[config.mk]
export PLATFORM = sky130hd
export DESIGN_NAME = pwm_fade_ctrl
export DESIGN_NICKNAME = d
export VERILOG_FILES = /design/src/rtl/pwm_fade_ctrl.sv
export SDC_FILE = /design/constraint.sdc
export NUM_CORES = 1
export LEC_CHECK = 0
export CAP_MARGIN = 20
export CORE_AREA = 2 2 88 154
export DETAILED_ROUTE_END_ITERATION = 8
export DIE_AREA = 0 0 90 156
export MAX_ROUTING_LAYER = met4
export SLEW_MARGIN = 15
export SYNTH_ARGS = -nofsm -noshare
export SYNTH_HDL_FRONTEND = slang
export SYNTH_SLANG_ARGS = --single-unit
[constraint.sdc]
create_clock -name clk -period 6.72 [get_ports clk]
set_input_delay 1.344 -clock clk [delete_from_list [all_inputs] [get_ports clk]]
set_output_delay 1.344 -clock clk [all_outputs]
set_load 0.01 [all_outputs]
[src/rtl/pwm_fade_ctrl.sv]
// Duty-cycle fade sequencer for the 8-bit byte-peripheral PWM: one-shot ramps and triangle breathing.
// Optional build macro PWM_FADE_GAMMA_EN squares the duty (gamma correction) before it reaches the PWM.
//
// state  | meaning
// S_IDLE | no ramp running, CURRENT writable
// S_WAIT | counting period ticks until the next step
// S_STEP | one-cycle duty update toward the latched target
module pwm_fade_ctrl #(
  parameter int TICK_W = 8
) (
  input  logic       clk,
  input  logic       rst_n,
  input  logic [3:0] address,
  input  logic       data_write,
  input  logic [7:0] data_in,
  output logic [7:0] data_out,
  input  logic       period_tick,
  output logic [7:0] duty_out,
  output logic       busy,
  output logic       done_irq
);

  typedef enum logic [1:0] {S_IDLE, S_WAIT, S_STEP} state_t;

  state_t            state_q, state_d;
  logic [7:0]        target_q, target_d;
  logic [7:0]        step_q, step_d;
  logic [TICK_W-1:0] interval_q, interval_d;
  logic [7:0]        current_q, current_d;
  logic [7:0]        start_pt_q, start_pt_d;
  logic [7:0]        tgt_q, tgt_d;
  logic              tri_q, tri_d;
  logic [TICK_W-1:0] tickcnt_q, tickcnt_d;
  logic              done_q, done_d;
  logic [7:0]        duty_q, duty_d;

  logic       wr_ctrl, start_req, stop_req, done_set, done_clr;
  logic [7:0] step_eff, up_val, dn_val, step_val;
  logic [8:0] sum9, diff9;

  assign busy     = (state_q != S_IDLE);
  assign done_irq = done_q;
  assign duty_out = duty_q;

  // STOP wins over START when both are set in the same write
  assign wr_ctrl   = data_write && (address == 4'd0);
  assign stop_req  = wr_ctrl && data_in[2];
  assign start_req = wr_ctrl && data_in[0] && !data_in[2];
  assign done_clr  = data_write && (address == 4'd4) && data_in[1];

  // 9-bit arithmetic so a step can never wrap past 255 or below 0
  assign step_eff = (step_q == 8'd0) ? 8'd1 : step_q;
  assign sum9     = {1'b0, current_q} + {1'b0, step_eff};
  assign diff9    = {1'b0, current_q} - {1'b0, step_eff};
  assign up_val   = (sum9 > {1'b0, tgt_q}) ? tgt_q : sum9[7:0];
  assign dn_val   = (diff9[8] || (diff9[7:0] < tgt_q)) ? tgt_q : diff9[7:0];
  assign step_val = (current_q < tgt_q) ? up_val :
                    (current_q > tgt_q) ? dn_val : tgt_q;

  always_comb begin
    state_d    = state_q;
    target_d   = target_q;
    step_d     = step_q;
    interval_d = interval_q;
    current_d  = current_q;
    start_pt_d = start_pt_q;
    tgt_d      = tgt_q;
    tri_d      = tri_q;
    tickcnt_d  = tickcnt_q;
    done_set   = 1'b0;

    if (data_write) begin
      case (address)
        4'd1:    target_d   = data_in;
        4'd2:    step_d     = data_in;
        4'd3:    interval_d = TICK_W'(data_in);
        default: ;
      endcase
    end

    case (state_q)
      S_IDLE: begin
        if (data_write && (address == 4'd5)) current_d = data_in;
        if (start_req) begin
          start_pt_d = current_q;
          tgt_d      = target_q;
          tri_d      = data_in[1];
          tickcnt_d  = '0;
          if ((current_q == target_q) && !data_in[1]) done_set = 1'b1;
          else                                        state_d  = S_WAIT;
        end
      end
      S_WAIT: begin
        if (stop_req) begin
          state_d = S_IDLE;
        end else if (period_tick) begin
          if (tickcnt_q == interval_q) begin
            state_d   = S_STEP;
            tickcnt_d = '0;
          end else begin
            tickcnt_d = tickcnt_q + TICK_W'(1);
          end
        end
      end
      S_STEP: begin
        if (stop_req) begin
          state_d = S_IDLE;
        end else begin
          current_d = step_val;
          state_d   = S_WAIT;
          if (step_val == tgt_q) begin
            if (tri_q) begin
              tgt_d      = start_pt_q;
              start_pt_d = tgt_q;
            end else begin
              state_d  = S_IDLE;
              done_set = 1'b1;
            end
          end
        end
      end
      default: state_d = S_IDLE;
    endcase

    done_d = done_q;
    if (done_clr) done_d = 1'b0;
    if (done_set) done_d = 1'b1;
  end

`ifdef PWM_FADE_GAMMA_EN
  logic [15:0] sq;
  assign sq = {8'b0, current_q} * {8'b0, current_q};
  // full scale is forced so the brightest level stays reachable
  assign duty_d = (current_q == 8'hFF) ? 8'hFF : 8'(sq >> 8);
`else
  assign duty_d = current_q;
`endif

  always_comb begin
    data_out = 8'h00;
    case (address)
      4'd0:    data_out = {6'b0, tri_q, busy};
      4'd1:    data_out = target_q;
      4'd2:    data_out = step_q;
      4'd3:    data_out = 8'(interval_q);
      4'd4:    data_out = {6'b0, done_q, busy};
      4'd5:    data_out = current_q;
      default: data_out = 8'h00;
    endcase
  end

  always_ff @(posedge clk) begin
    if (!rst_n) begin
      state_q    <= S_IDLE;
      target_q   <= '0;
      step_q     <= '0;
      interval_q <= '0;
      current_q  <= '0;
      start_pt_q <= '0;
      tgt_q      <= '0;
      tri_q      <= 1'b0;
      tickcnt_q  <= '0;
      done_q     <= 1'b0;
      duty_q     <= '0;
    end else begin
      state_q    <= state_d;
      target_q   <= target_d;
      step_q     <= step_d;
      interval_q <= interval_d;
      current_q  <= current_d;
      start_pt_q <= start_pt_d;
      tgt_q      <= tgt_d;
      tri_q      <= tri_d;
      tickcnt_q  <= tickcnt_d;
      done_q     <= done_d;
      duty_q     <= duty_d;
    end
  end

endmodule

==> out/qor.txt, run 1 <==
outcome: completed
CTS tree: yes
initial DRC count: 408
Root Buffer: clkbuf_16
post-CTS sizing: 0
endpoints failing setup: 0
CP Launch Type: input pin
sequential share of power: 36.0%
ys async rst share: 0%
clk_skew: 0.008156 ns
Unique masters post-synth: 74
Filler cells: 1316
share of cells above drive strength 1: 7.455%
synthesized area per cell: 8.370 µm²
average vias per placed instance: 5.832
post-synthesis register bit count: 68
initial antenna violation count: 0
Routed Antenna Nets: 0
critical path type: input pin to output pin
clk slew on worst S/H paths: 0.05 ns
total wire length: 16.36 mm
io pins: 34
CTS Buf Count: 9
FMAX: 192.1 MHz
relative slew slack: 40.85%
vias after detailed routing: 4596
Cell Int Power: 863.2 µW
setup TNS: 0 ns
Final Hold Vio Count: 0
area leader, netlist: dfxtp_1
Core ar.: 12800 µm²
DRC: 0
Initial Utilization: 39.17%
final net count: 672
Die Width: 90 µm
switching power: 297.2 µW
minimum period implied by the final worst setup slack: 5.205 ns
DP Area: 5364 µm²
post-route cell area: 5723 µm²
final cycle utilization of the critical path: 77.46%
Hold Crit Class: flip-flop to flip-flop
Req. time, crit path: 5.38 ns
top cells by area, synth: dfxtp_1 27%, ha_1 10%, a21oi_1 5.7%, nor2_1 4.7%, xnor2_1 4.4%
Port Buffers: 33
largest net degree at the start of global routing: 35
Max-Cap Viols: 0
Worst-Margin Slew: 0.8818 ns
Post-synth EDFFs: 0
Placement Rows: 55
Post-DP HPWL: 12.73 mm
Synth Net Count: 659
crit end category: output pin
fin. max-slew vios: 0
Worst R2R Setup Slack: 1.81 ns
Yosys warnings: 0
# diodes: 0
first-pass GRT wire length: 25.04 mm
CP Max Fanout: 7
post-route insts no fill: 788
Synth Cell Area: 5014 µm²
CTS Hold Bufs: 0
Setup Fix Bufs, Post-CTS: 0
clk_lat worst skew: 0.34 ns
wire per inst: 20.76 µm
Gate Count Post-Synth: 599
H-tree levels: 3
grt ovf: 0
Primary FF master, synth: dfxtp_1
Sink Count: 68
switching share of power: 25.61%
GRT Total Usage: 23.79%
power density cells: 202.8 nW/µm²
worst vdd ir: 137.5 µV
GPL Wtd Cong: 0.9940
clk buf depth: 2
vias in the first global route: 4540
RSZ-0062 raised after global routing: false
die height: 156 µm
Lkg Pwr: 0.002228 µW
Syn-to-layout area delta: 14.15%
drt pass-1 iters: 5
Cells after DPL: 772
combinational power share: 15.1%
Die Area: 14040 µm²
post-synthesis sequential area ratio: 27.15%
Yosys top cell area share: 27.15%
critical path arrival: 3.86 ns
Clock power frac: 48.9%
## final cells by class
cell class	count	area [µm²]	area share, %
well taps	171	214.0	3.739
multi-input cells	468	3327	58.13
inverters	29	108.9	1.902
clock buffers	11	252.7	4.416
repair buffers	36	352.8	6.165
clock inverters	5	106.4	1.858
flip-flops and latches	68	1361	23.79
## worst max-delay path: stages
cell	delay, ns
clkdlybuf4s50_1	0.63
inv_1	0.14
nor3b_1	0.65
a21oi_1	0.15
o21ai_0	0.33
clkdlybuf4s50_1	0.61
## metrics by stage
| stage | setup slack [ns] | utilization, % | power (µW) | hold WS [ns] |
|---|---|---|---|---|
| 6_report | 1.515 | 44.71 | 1160 | 0.5108 |
| 5_1_grt | 1.444 | 44.71 | 1202 | 0.5270 |
| 4_1_cts | 1.590 | 44.71 | 1163 | 0.5053 |
| 3_5_place_dp | 1.595 | 41.91 | 599.1 | 0.4969 |
| 3_3_place_gp | 1.559 | 41.91 | 595.7 | 0.4786 |
| 2_1_floorplan | 2.266 | - | 545.4 | 0.4563 |
## path summary, 6_finish.rpt
| path | depth (start not counted) | endpoint | from |
|---|---|---|---|
| setup / recovery | 6 | data_out[1] | address[2] |
| hold / removal | 2 | interval_q[6] | interval_q[6] |
| setup reg to reg | 17 | tgt_q[7] | step_q[1] |
| hold reg to reg | 2 | interval_q[6] | interval_q[6] |
## per-layer routing
metal	share of wire (%)	wire length (µm)	vias up	track usage, %
met5	0	0	-	-
met4	6.0	977	0	15.24
met3	4.0	658	50	2.222
met2	54	8763	176	43.54
met1	36	5957	2179	24.13
li1	-	-	2191	-
## power groups by stage
stage | sequential, µW | combinational, µW | clock, µW
floorplan | 422 | 124 | 0
global placement | 426 | 170 | 0
detailed placement | 426 | 173 | 0
CTS | 418 | 174 | 572
global route | 418 | 193 | 591
finish | 418 | 176 | 567
## registers in the layout, indices dropped and copies added, names as in the netlist, 8 cells and up
signal,cells
tickcnt_q,8
start_pt_q,8
interval_q,8
duty_out,8
target_q,8
tgt_q,8
step_q,8
current_q,8
## logic make-up after synthesis
kind of cell | count (synthesis) | synth area share [%]
simple gates | 191 | 18.64
fa+ha+maj | 44 | 11.28
compound gates | 168 | 23.61
flops | 68 | 27.15
mux | 20 | 4.018
buf+inv | 63 | 6.613
xor+xnor | 45 | 8.685
## layout by cell type (no fill, tap or decap), types with 4 or more instances in the layout
master           count
o22ai_1              5
clkbuf_16            9
nand2_1             40
a211oi_1            10
nor3_1               8
a21oi_1             57
o21ai_0             19
dfxtp_1             68
ha_1                42
a211oi_2            11
nand3_1             24
a311oi_1             4
a21o_1               4
and3_1               4
inv_1               28
mux2i_1             19
and2_1               8
nand4_1              9
nor2_1              63
nor2b_1              6
clkdlybuf4s50_1     33
nor4_1               4
nand2b_1             4
a31oi_1              5
a22oi_1             14
xor2_1              17
xnor2_1             25
## cell usage after synthesis (3+ instances only)
cell       n
o21ai_0   19
o211ai_1   3
nand4_1    9
o311a_1    3
o21a_1     3
a21oi_1   57
a211oi_1  10
a22oi_1   14
mux2i_1   19
nor3_1     8
a211oi_2  11
nor3b_1    3
buf_6      3
a311oi_1   4
and2_1     8
dfxtp_1   68
nand2b_1   4
a21o_1     4
clkbuf_1  22
xnor2_1   25
and3_1     4
ha_1      42
a31oi_1    5
clkbuf_8   5
nand3_1   24
xor2_1    17
o22ai_1    5
nor2_1    63
nand2_1   40
xnor3_1    3
nor2b_1    6
inv_1     28
nor4_1     4
Note: power is estimated with default switching activity, not from simulation.
==> inputs of run 2 (changes only) <==
clock period = 4.5 ns   (was 6.72 ns; I/O delays follow)
==> run 2 against run 1 <==
  * Count of clock-buffer cells in the layout is 2 lower
  * Largest power group unchanged
  * Critical path type is now flip-flop to flip-flop
  * Hold slack better by 0.00084 ns
  * Register-to-register slack lost 1.7 ns
  * Wire length up 5.8%
  * Cell area rose by 10%
  * Via count is 4.6% higher
  * Core utilization increased by 4.5 points
==> out/qor.txt, run 2 (synthesis results as in run 1) <==
clk_skew: 0.005934 ns (-0.002222 ns)
Req. time, crit path: 4.76 ns (-0.62 ns)
wire per inst: 20.66 µm (-0.49%)
vias in the first global route: 4799 (+5.7%)
Initial Utilization: 39.17% (unchanged)
Max-Cap Viols: 0 (unchanged)
Clock power frac: 42.9% (-6.0 points)
Worst R2R Setup Slack: 0.11 ns (-1.70 ns)
Port Buffers: 33 (unchanged)
Hold Crit Class: flip-flop to flip-flop
fin. max-slew vios: 0 (unchanged)
die height: 156 µm (unchanged)
most common cell after layout, fill and taps aside: dfxtp_1
Die Area: 14040 µm² (unchanged)
CTS tree: yes
total wire length: 17.31 mm (+5.8%)
Cell Int Power: 1187 µW (+38%)
CP Max Fanout: 8 (+1)
crit end category: flip-flop
Cells after DPL: 818 (+6.0%)
io pins: 34 (unchanged)
met2 routed WL: 9.365 mm (+6.9%)
GRT Total Usage: 24.96% (+1.2 points)
FMAX: 227.6 MHz
Sink Count: 68 (unchanged)
top layer in use: met4
clk_lat worst skew: 0.34 ns (about the same)
Layout Utilization: 49.22% (+4.5 points)
vias after detailed routing: 4808 (+4.6%)
relative slew slack: 39.37% (-1.5 points)
clk buf depth: 2 (unchanged)
drt pass-1 iters: 5 (unchanged)
power density cells: 263.4 nW/µm² (+30%)
largest net degree at the start of global routing: 35 (unchanged)
critical path type: flip-flop to flip-flop
initial antenna violation count: 0 (unchanged)
Core ar.: 12800 µm² (unchanged)
Root Buffer: clkbuf_16
reg2reg end: start_pt_q[4]
final cycle utilization of the critical path: 97.65%
switching share of power: 28.45% (+2.8 points)
post-route insts no fill: 838 (+6.3%)
most frequent cells in the layout: 65 x dfxtp_1, 63 x nor2_1, 49 x buf_4
Routed Antenna Nets: 0 (unchanged)
Worst setup startpoint: step_q[7]
critical path arrival: 4.65 ns (+0.79 ns)
DRC: 0 (unchanged)
Register-to-Register Path Depth: 18 (+1)
final net count: 722 (+7.4%)
combinational power share: 19.8% (+4.7 points)
Placement Rows: 55 (unchanged)
RSZ-0062 raised after global routing: true
endpoints failing setup: 0 (unchanged)
Final Hold Vio Count: 0 (unchanged)
GPL Wtd Cong: 0.9462 (-4.8%)
first-pass GRT wire length: 26.23 mm (+4.8%)
Metal-1 WL: 6.059 mm (+1.7%)
share of cells above drive strength 1: 20.54% (+13 points)
r2r startpoint: step_q[7]
# diodes: 0 (unchanged)
CTS Buf Count: 9 (unchanged)
Filler cells: 1267 (-3.7%)
Syn-to-layout area delta: 25.66%
sequential share of power: 37.3% (+1.3 points)
average vias per placed instance: 5.737 (-1.6%)
Post-DP HPWL: 13.51 mm (+6.1%)
Worst-Margin Slew: 0.9034 ns (+0.02163 ns)
CTS Hold Bufs: 0 (unchanged)
outcome: completed
grt ovf: 0 (unchanged)
switching power: 472.1 µW (+59%)
Routed met3 length: 603 µm (-8.4%)
area occupied by multi-input gates: 3561 µm² (+7.0%)
CP Launch Type: flip-flop
Die Width: 90 µm (unchanged)
Lkg Pwr: 0.002503 µW (+12%)
Critical Path End: start_pt_q[4]
worst vdd ir: 196.9 µV (+43%)
clk slew on worst S/H paths: 0.06 ns (about the same)
minimum period implied by the final worst setup slack: 4.394 ns
initial DRC count: 209 (-49%)
H-tree levels: 3 (unchanged)
register area: 1365 µm² (+0.28%)
## run 2: changes by cell type in the layout (fill, tap and decap cells not counted), moves of 3 or more
cell	change
a21oi_1	-11
dfxtp_2	+3
buf_4	+46
inv_2	+3
ha_4	+4
dfxtp_1	-3
a211oi_1	-5
a211oi_2	+4
inv_1	-3
a21oi_2	+10
ha_1	-4
## run 2: final cells by class
| class | count | area share [%] |
|---|---|---|
| multi-input cells | 469 | 56.52 |
| flip-flops and latches | 68 | 21.67 |
| repair buffers | 85 | 11.90 |
| clock buffers | 9 | 3.575 |
| well taps | 171 | 3.396 |
| inverters | 29 | 1.728 |
| clock inverters | 7 | 1.212 |
## run 2: through the flow
stage,TNS [ns],cell area (µm²),total power (µW),setup WS [ns],hold slack (ns)
final,0,6300,1659,0.1059,0.5116
after CTS,0,6082,1641,0.01519,0.5058
after global routing,-0.05946,6300,1719,-0.03927,0.5309
after global placement,0,5734,922.3,0.008880,0.4966
after floorplan,0,5014,814.5,0.04649,0.4563
after detailed placement,-0.7204,5734,927.5,-0.08828,0.4983
## run 2: power groups by stage
stage	Clock, µW	Sequential (µW)	Combinational, µW
global placement	0	631	291
floorplan	0	630	184
finish	712	619	328
detailed placement	0	632	296
global route	743	619	357
CTS	720	618	303
## run 2: repair_timing
item | 4_1_cts | 5_1_grt
resized for setup | 9 | 41
setup endpoints to repair | 18 | 26
pin swaps | 0 | 25
gates cloned | 1 | 0
hold endpoints to repair | 0 | 0
setup buffers | 0 | 3
## run 2: metal layers
layer	vias to the layer above	track usage (%)
met1	2276	23.92
met3	70	2.464
met2	160	46.83
met5	-	-
met4	0	16.85
li1	2302	-
## run 2: worst max-delay path: stages, from the launching register on
cell and delay (ns):
dfxtp_2 0.33, inv_2 0.04, a41o_1 0.28, ha_4 0.19, fa_2 0.42, a21oi_4 0.21
o21bai_4 0.07, xnor2_1 0.15, buf_4 0.16, ha_4 0.20, and4_4 0.17, a221o_1 0.34
a221o_1 0.31, a211oi_2 0.25, nand3_1 0.14, a32o_2 0.33, a31o_4 0.28, and2_4 0.22
a211oi_2 0.21
## run 2: how the worst min path moves through the flow
| stage | slack (ns) | from | endpoint | cells after the start |
|---|---|---|---|---|
| 2_1_floorplan | 0.46 | interval_q[0] | interval_q[0] | 2 |
| 3_5_place_dp | 0.50 | interval_q[7] | interval_q[7] | 2 |
| 6_report | 0.51 | interval_q[7] | interval_q[7] | 2 |
| 5_1_grt | 0.53 | interval_q[7] | interval_q[7] | 2 |
| 4_1_cts | 0.51 | interval_q[7] | interval_q[7] | 2 |
| 3_3_place_gp | 0.50 | interval_q[7] | interval_q[7] | 2 |
==> inputs of run 3 (changes only) <==
clock period = 4.6 ns   (was 4.5 ns; I/O delays follow)
==> run 3 against run 2 <==
  * Core utilization is 1.3 points lower
  * Count of clock-buffer cells in the layout unchanged
  * Combinational power is 11% lower
  * Register-to-register slack better by 0.02 ns
  * Power down 1.0%
  * Highest routed layer unchanged
==> out/qor.txt, run 3 (synthesis results as in run 1) <==
critical path arrival: 4.69 ns (+0.04 ns)
Port Buffers: 33 (unchanged)
GRT Total Usage: 24.63% (-0.32 points)
clk slew on worst S/H paths: 0.06 ns (about the same)
clk_skew: 0.007768 ns (+0.001834 ns)
Initial Utilization: 39.17% (unchanged)
clk_lat worst skew: 0.34 ns (about the same)
GPL Wtd Cong: 0.9895 (+4.6%)
average vias per placed instance: 5.768 (+0.54%)
Syn-to-layout area delta: 22.24%
Power, Total: 1642 µW (-1.0%)
most common cell after layout, fill and taps aside: nor2_1
most frequent cells in the layout: 63 x nor2_1, 62 x dfxtp_1, 40 x a21oi_1
io pins: 34 (unchanged)
Die Area: 14040 µm² (unchanged)
register area: 1369 µm² (+0.27%)
Placement Rows: 55 (unchanged)
minimum period implied by the final worst setup slack: 4.469 ns (+0.07528 ns)
CP Max Fanout: 14 (+6)
Root Buffer: clkbuf_16
fin. max-slew vios: 0 (unchanged)
outcome: completed
wire per inst: 20.46 µm (-0.94%)
# diodes: 0 (unchanged)
crit path cell chain: nor4_2 > a41o_1 > ha_2 > fa_2 > xor2_1 > inv_1 > ha_1 > a211o_1 > a221o_1 > a221o_1 > a211oi_2 > nand3_1 > a32o_2 > a31o_4 > buf_12 > a21oi_1 > a211oi_2
clk buf depth: 2 (unchanged)
Crit-path slowest cell: xor2_1
Filler cells: 1303 (+2.8%)
Lkg Pwr: 0.002432 µW (-2.8%)
largest incremental delay on the critical path: 0.34 ns (-0.08 ns)
H-tree levels: 3 (unchanged)
Final Hold Vio Count: 0 (unchanged)
Max-Cap Viols: 0 (unchanged)
critical path type: flip-flop to flip-flop
CTS Hold Bufs: 0 (unchanged)
crit path buf inv count: 2 (unchanged)
Routed Antenna Nets: 0 (unchanged)
total wire length: 16.86 mm (-2.6%)
Worst R2R Setup Slack: 0.13 ns (+0.02 ns)
final cycle utilization of the critical path: 97.16% (-0.49 points)
initial antenna violation count: 0 (unchanged)
share of cells above drive strength 1: 18.38% (-2.2 points)
CTS Buf Count: 9 (unchanged)
DRC: 0 (unchanged)
DP Area: 5602 µm² (-2.3%)
vias after detailed routing: 4753 (-1.1%)
Core ar.: 12800 µm² (unchanged)
endpoints failing setup: 0 (unchanged)
final net count: 708 (-1.9%)
power density cells: 267.9 nW/µm² (+1.7%)
Post-DP HPWL: 13.31 mm (-1.5%)
first-pass GRT wire length: 25.91 mm (-1.2%)
Die Width: 90 µm (unchanged)
die height: 156 µm (unchanged)
Worst-Margin Slew: 0.7704 ns (-0.1330 ns)
relative slew slack: 48.30% (+8.9 points)
largest delay contributor family on the critical path: compound AO/OA/AOI/OAI gates
area occupied by multi-input gates: 3485 µm² (-2.1%)
grt ovf: 0 (unchanged)
CP Launch Type: flip-flop
Sink Count: 68 (unchanged)
Req. time, crit path: 4.82 ns (+0.06 ns)
drt pass-1 iters: 5 (unchanged)
vias in the first global route: 4863 (+1.3%)
Hold Crit Class: flip-flop to flip-flop
initial DRC count: 272 (+30%)
worst vdd ir: 268.6 µV (+36%)
crit end category: flip-flop
post-route cell area: 6128 µm² (-2.7%)
CTS tree: yes
largest net degree at the start of global routing: 35 (unchanged)
FMAX: 223.7 MHz (-1.7%)
run 3: cell types whose count changed in the layout (fill, tap and decap cells not counted), moves of 2 or more:
cell     change
dfxtp_1      -3
inv_2        -3
a21oi_2      +6
dfxtp_2      +3
inv_1        +3
ha_4         -3
ha_2         +2
a21oi_1      -6
buf_4       -12
run 3: repair_timing:
item / in CTS / in global routing
pin swaps: 0 / 17
endpoints found under the setup margin: 19 / 26
cloned: 0 / 1
gates resized for setup: 2 / 38
buffers inserted: 0 / 5
run 3: metal layers:
metal	GRT usage, %	up-vias	share of wire, %
li1	-	2269	-
met1	23.21	2269	35
met2	45.29	144	53
met3	2.899	71	3.2
met4	18.83	0	8.3
met5	-	-	0
run 3: worst min-delay path: stages (launching register included):
cell and delay [ns]:
dfxtp_1 0.34, nand2_1 0.07, a21oi_1 0.05
run 3: final cells by class:
type	instances	share of cell area, %
Clock buffer	9	3.675
Clock inverter	7	1.613
Inverter	29	1.776
Multi-Input combinational cell	469	56.86
Sequential cell	68	22.34
Tap cell	171	3.491
Timing Repair Buffer	71	10.25
run 3: worst paths after layout:
path	depth (start not counted)	endpoint	from
setup / recovery	17	start_pt_q[5]	step_q[3]
hold / removal	2	interval_q[1]	interval_q[1]
setup reg to reg	17	start_pt_q[5]	step_q[3]
hold reg to reg	2	interval_q[1]	interval_q[1]
run 3: where the power goes:
part | switching, µW | internal [µW] | leakage [µW]
Sequential | 9.14 | 596 | 0.000552
Clock | 268 | 478 | 0.000156
Combinational | 167 | 124 | 0.00172
run 3: metrics by stage:
stage                     utilization, %  setup TNS, ns  cells  hold WS (ns)  setup slack [ns]
after floorplan                        -              0    599        0.4563            0.1465
after global placement             43.76         -1.313    802        0.4899          -0.08654
after detailed placement           43.76         -1.814    802        0.4993           -0.1217
after CTS                          46.36              0    818        0.5079           0.01375
after global routing               47.88        -0.1234    824        0.5255          -0.03828
final                              47.88              0    824        0.5120            0.1306
==> patch (flow settings as in run 3) <==
Change the parameter `TICK_W` from 8 to 6.
--- a/src/rtl/pwm_fade_ctrl.sv
+++ b/src/rtl/pwm_fade_ctrl.sv
@@ -8,3 +8,3 @@
 module pwm_fade_ctrl #(
-  parameter int TICK_W = 8
+  parameter int TICK_W = 6
 ) (
Check against the original RTL: not equivalent (a bounded check fails within 4 cycles, from zero or initial values and one cycle with rst_n low).
==> patch against run 3 <==
  * Global-route usage shrank 0.28 points
  * Core utilization is 1.4 points lower
  * Wire length fell by 1.7%
  * Die area stayed put
  * Synthesized area fell by 3.7%
  * Sequential share of layout area shrank 0.74 points
  * Highest routed layer unchanged
  * Non-clock buffer count is 2 higher
  * Cell area decreased by 2.9%
  * Critical path type unchanged
  * Total power is essentially flat
  * Setup slack better by 70 ps
  * Largest cell class unchanged
  * Clock skew about the same
  * Sequential cell count decreased by 4
==> patch: results (changes against run 3) <==
stage,metric,value,unit,change
yosys,largest cells by area after synthesis,"dfxtp_1 (27%), ha_1 (11%), mux2i_1 (6.2%)",,"was dfxtp_1 (27%), ha_1 (10%), a21oi_1 (5.7%)"
worst_setup_path,arrival time worst endpoint,4620,ps,was 4690 ps
placed_design,Post-DP Area,5470,um2,was 5600 um2
yosys,Compound-Gate Fraction of Synth Area,22.8,%,was 23.6%
global_routing,met1 GRT Util,22.9,%,was 23.2%
global_routing,largest net degree at the start of global routing,45,,was 35
yosys,sequential share of the synthesized area,26.5,%,was 27.2%
placed_design,dpl hpwl,12800,um,was 13300 um
yosys,xor and xnor area share after synthesis,6.81,%,was 8.68%
route,WL met1,5890,um,was 5920 um
placed_design,placed instance count,781,,was 802
global_routing,Total GRT Usage,24.4,%,was 24.6%
power_and_ir_drop,VDD IR max,0.244,mV,was 0.269 mV
yosys,post-synthesis adder-cell area fraction,11.5,%,was 11.3%
global_routing,met2 usage,45.9,%,was 45.3%
global_routing,vias in the first global route,4514,,was 4863
status,outcome,finished clean,,unchanged
timing,Clock Skews,8.25,ps,was 7.77 ps
yosys,post-synthesis mux area share,6.22,%,was 4.02%
global_routing,GRT met3 Usage,2.42,%,was 2.90%
placed_design,dpl ws,-47.8,ps,was -122 ps
clocking,Post-CTS Resized,0,,was 2
route,Routed Wire Length,16600,um,was 16900 um
worst_setup_path,Worst path slowest cell,or4_4,,was xor2_1
route,WL/cell,20.6,um,was 20.5 um
global_routing,global-route wire length before repair,25200,um,was 25900 um
power_and_ir_drop,Power Total,1640,uW,about the same
yosys,count of different cell masters after synthesis,65,,was 74
power_and_ir_drop,Clock Power,792,uW,was 745 uW
power_and_ir_drop,Logic pwr share,17.2,%,was 17.7%
final_layout,layout net count,687,,was 708
patch: changes by cell type after synthesis, sizes merged, moves of 8 or more:
cell | run 3 | this run
a211oi | 21 | 5
nand2 | 40 | 61
o211ai | 3 | 20
nand2b | 4 | 22
mux2i | 19 | 30
a21oi | 57 | 22
o211a | 1 | 9
a21boi | 0 | 17
nor2 | 63 | 43
patch: area by class of cell:
class | count | area share [%]
multi-input cells | 455 | 56.7
clock buffers | 9 | 3.79
repair buffers | 73 | 10.7
clock inverters | 7 | 2.02
well taps | 171 | 3.60
inverters | 25 | 1.58
flip-flops and latches | 64 | 21.6
patch: final timing paths:
check	startpoint	to	slack, ps	depth (start not counted)
min	start_pt_q[0]	start_pt_q[0]	460	2
min reg2reg	start_pt_q[0]	start_pt_q[0]	460	2
max reg2reg	step_q[4]	start_pt_q[4]	200	16
max	step_q[4]	start_pt_q[4]	200	16
